**src/rtl/key_conditioner.sv**
```systemverilog
// key_conditioner: synchronise, debounce and auto-repeat two push buttons, with A-before-B ordering of press pulses
module key_conditioner #(
    parameter int DEBOUNCE      = 4,
    parameter int REPEAT_DELAY  = 16,
    parameter int REPEAT_PERIOD = 4
) (
    input  logic clk,
    input  logic rst_n,
    input  logic key_a_raw,
    input  logic key_b_raw,
    output logic key_a,
    output logic key_b,
    output logic press_a,
    output logic press_b
);
    localparam int DW = DEBOUNCE > 1 ? $clog2(DEBOUNCE) : 1;
    localparam int RMAX = REPEAT_DELAY > REPEAT_PERIOD ? REPEAT_DELAY : REPEAT_PERIOD;
    localparam int RW = RMAX > 1 ? $clog2(RMAX) : 1;
    localparam logic [DW-1:0] D_LAST = DW'(DEBOUNCE - 1);
    localparam logic [RW-1:0] DELAY_LAST = RW'(REPEAT_DELAY - 1);
    localparam logic [RW-1:0] PERIOD_LAST = RW'(REPEAT_PERIOD - 1);
    logic [1:0] raw, level, req;
    logic pend_b;
    assign raw = {key_b_raw, key_a_raw};
    for (genvar k = 0; k < 2; k++) begin : g_key
        logic s1, s2, lvl, seen, rise, due;
        logic [DW-1:0] cnt;
        logic [RW-1:0] rcnt;
        assign rise = !lvl && s2 && cnt == D_LAST;
        assign due = REPEAT_DELAY != 0 && rcnt == (seen ? PERIOD_LAST : DELAY_LAST);
        // repeats only from a settled PRESSED state, never while a release is being qualified
        assign req[k] = rise || (due && lvl && s2 && cnt == '0);
        assign level[k] = lvl;
        always_ff @(posedge clk) begin
            if (!rst_n) begin
                s1   <= 1'b0;
                s2   <= 1'b0;
                lvl  <= 1'b0;
                cnt  <= '0;
                rcnt <= '0;
                seen <= 1'b0;
            end else begin
                s1 <= raw[k];
                s2 <= s1;
                if (s2 == lvl) cnt <= '0;
                else if (cnt == D_LAST) begin
                    lvl <= s2;
                    cnt <= '0;
                end else cnt <= cnt + 1'b1;
                if (!lvl || !s2) begin
                    rcnt <= '0;
                    seen <= 1'b0;
                end else if (due) begin
                    rcnt <= '0;
                    seen <= 1'b1;
                end else if (rcnt != '1) rcnt <= rcnt + 1'b1;
            end
        end
    end
    assign key_a = level[0];
    assign key_b = level[1];
    // a B request colliding with A waits one cycle; a new B request meeting a pending one is merged
    always_ff @(posedge clk) begin
        if (!rst_n) begin
            press_a <= 1'b0;
            press_b <= 1'b0;
            pend_b  <= 1'b0;
        end else begin
            press_a <= req[0];
            press_b <= pend_b || (req[1] && !req[0]);
            pend_b  <= req[0] && req[1] && !pend_b;
        end
    end
endmodule

```
**config.mk**
```make
export PLATFORM = sky130hd
export DESIGN_NAME = key_conditioner
export DESIGN_NICKNAME = d
export VERILOG_FILES = /design/src/rtl/key_conditioner.sv
export SDC_FILE = /design/constraint.sdc
export NUM_CORES = 1
export LEC_CHECK = 0
export CORE_UTILIZATION = 58
export CTS_BUF_LIST = sky130_fd_sc_hd__clkbuf_2 sky130_fd_sc_hd__clkbuf_4 sky130_fd_sc_hd__clkbuf_8
export DETAILED_ROUTE_END_ITERATION = 7
export PLACE_DENSITY = 0.77
export SYNTH_ARGS = -nofsm -noshare
export SYNTH_HDL_FRONTEND = slang
export SYNTH_SLANG_ARGS = --single-unit
```
**constraint.sdc**
```tcl
create_clock -name clk -period 1.47 [get_ports clk]
set_clock_uncertainty 0.05 [all_clocks]
set_input_delay 0.147 -clock clk [delete_from_list [all_inputs] [get_ports clk]]
set_output_delay 0.147 -clock clk [all_outputs]
set_load 0.1 [all_outputs]
```
==> impl_metrics.csv <==
group,metric,value,unit
synthesis,netlist_area,1020,um2
timing,setup_viol,0,
detailed_routing,vias,752,
synthesis,synthTopCellsByArea,"dfxtp_1 45%, ha_1 12%, inv_1 3.7%",
placement,gp_congestion,0.778,
layout,final_nets,133,
clock_network,post_cts_buffers,0,
floorplanning,die_w,43.9,um
detailed_routing,ant_nets,0,
worst_setup_path,worstPathRequired,1.64,ns
detailed_routing,drc,0,
global_routing,grt-ovfl-total,0,
worst_setup_path,crit_fanout,3,
placement,io_buffers,7,
floorplanning,dieArea,1930,um2
detailed_routing,routed-wl-met3,55,um
timing,finalHoldViolCount,0,
clock_network,cts_sinks,23,
timing,slew_violations,0,
detailed_routing,met2WireLength,793,um
detailed_routing,routedLengthMet1,720,um
synthesis,synth_seq_cells,23,
floorplanning,num_rows,14,
worst_setup_path,end_kind,"flip-flop",
clock_network,cts_buffer_depth,2,
detailed_routing,first_pass_iters,2,
clock_network,clockRootBuffer,"clkbuf_4",
clock_network,cts_tree,"built",
clock_network,clkTransAtPathRegs,0.12,ns
global_routing,antenna_found_initial,0,
synthesis,synthesis.nets,121,
pwr,leakage,0.000504,uW
layout,num_antenna_cells,0,
synthesis,synth_top_cells_by_count,"23 x dfxtp_1, 10 x ha_1, 10 x inv_1",
synthesis,yosys_warnings,0,
job,max_cap_violations,0,
timing,fin_crit,1.40,ns
worst_setup_path,start_kind,"flip-flop",
detailed_routing,via_per_inst,5.61,
layout,syn_to_final_growth,17.7,%
outcome,status,"completed",
synthesis,synthCells,107,
layout,final_util,0.761,
clock_network,cts_buffers,3,
global_routing,grt_pass1_vias,684,
synthesis,synth_cell_types,28,
detailed_routing,routed.top_layer,"met4",
hold_path,worstHoldPathType,"in -> reg",
timing,worstMarginPinSlew,0.275,ns
synthesis,synth_edf_count,0,
layout,seq_area,469,um2
timing,relSlewSlack,0.817,
synthesis,ys.flop_type,"dfxtp_1",
timing,post-route-period-util,0.954,
detailed_routing,totalWireLength,1600,um
clock_network,clkLatencyLatePin,0.30,ns
synthesis,avgSynthCellArea,9.53,um2
global_routing,grt_max_degree,13,
worst_setup_path,crit_arrival,1.57,ns
global_routing,grt_pass1_wl,2700,um
placement,dp_hpwl,1190,um
synthesis,synthArstFlopShare,0,
global_routing,track_usage,0.194,
layout,drive_above_1_share,0.153,
detailed_routing,drtIter0Drc,8,
synthesis,yosysSeqAreaShare,0.452,
floorplanning,ioPinCount,8,
clock_network,cts_resized,0,
timing,max_clock_freq,0.713,GHz
layout,multi_input_area,526,um2
pwr,fin_total_pwr,960,uW
clock_network,ctsHoldBuffers,0,
synthesis,synth.most_common_cell,"dfxtp_1",
floorplanning,floorplan.initialDensity,0.647,
pwr,powerDensity,800,nW/um2
clock_network,htree_levels,1,
worst_setup_path,criticalPathCategory,"reg -> reg",
detailed_routing,wl_per_cell,11.9,um
synthesis,yosysTopAreaCellShare,0.452,
floorplanning,dieHeight,43.9,um
floorplanning,core,1580,um2
layout,final.fill_count,118,
pwr,peakVddDrop,0.794,mV
synthesis,synth_largest_area_cell,"dfxtp_1",
-- layout make-up --
type / count / area share
clock buffer: 4 / 0.0250
inverter: 10 / 0.0313
multi-input combinational: 73 / 0.438
sequential: 23 / 0.391
tap: 16 / 0.0167
timing repair buffer: 8 / 0.0980
-- kinds of logic (layout without fill, tap and decap cells) --
| kind of cell | Yosys count | in the layout | share of synthesized area |
|---|---|---|---|
| AOI/OAI and AO/OA | 15 | 15 | 0.103 |
| xor gates and xnor gates | 2 | 2 | 0.0172 |
| adders and majority gates | 10 | 10 | 0.123 |
| buffers and inverters | 11 | 22 | 0.0405 |
| DFF | 23 | 23 | 0.452 |
| muxes | 2 | 2 | 0.0196 |
| and+or+nand+nor | 44 | 44 | 0.245 |
-- state kept, by name, indices dropped and copies added, names as in the netlist --
| register | cells |
|---|---|
| g_key.rcnt | 8 |
| g_key.s1 | 2 |
| key_b | 1 |
| g_key.s2 | 2 |
| g_key.seen | 2 |
| key_a | 1 |
| pend_b | 1 |
| press_b | 1 |
| press_a | 1 |
| g_key.cnt | 4 |
-- critical path, stage by stage (launching register included) --
cell and delay (ns):
dfxtp_2 0.36, inv_1 0.05, ha_1 0.19, and3_1 0.20, a32oi_2 0.24, and2b_2 0.23
-- report_power, final --
group	switching [uW]	leakage, uW	total [uW]	internal [uW]
logic	12.9	0.000297	31.5	18.6
clock network	174	0.0000184	299	124
registers	3.83	0.000188	630	626
total	191	0.000504	960	769
-- placed cells by master (no fill, tap or decap), types with 8 or more instances in the layout --
| cell type | count |
|---|---|
| nand2_1 | 9 |
| dfxtp_1 | 20 |
| ha_1 | 10 |
| nor2_1 | 8 |
| inv_1 | 10 |
-- through the flow --
step / hold WS [ns] / worst slack, ns / cell area [um2] / TNS [ns] / cells
after floorplan: 0.224 / 0.0495 / 1030 / 0 / 107
after global placement: 0.364 / 0.0901 / 1160 / 0 / 130
after detailed placement: 0.368 / 0.0379 / 1160 / 0 / 130
after CTS: 0.353 / 0.0216 / 1190 / 0 / 134
after global routing: 0.344 / -0.0142 / 1200 / -0.0142 / 134
final: 0.367 / 0.0675 / 1200 / 0 / 134
-- path summary, 6_finish.rpt --
kind | startpoint | endpoint | slack [ns] | cells after the start
worst min register to register | g_key[0].cnt[0] | g_key[0].cnt[0] | 0.38 | 1
worst max-delay path | g_key[0].cnt[0] | press_a | 0.07 | 5
worst max register to register | g_key[0].cnt[0] | press_a | 0.07 | 5
worst min-delay path | key_b_raw | g_key[1].s1 | 0.37 | 2
-- per-layer routing --
layer / GRT usage / vias up
li1: - / 394
met1: 0.207 / 344
met2: 0.343 / 9
met3: 0.0750 / 5
met4: 0.0727 / 0
met5: 0 / -
No activity file was read; power rests on OpenSTA's default activity.
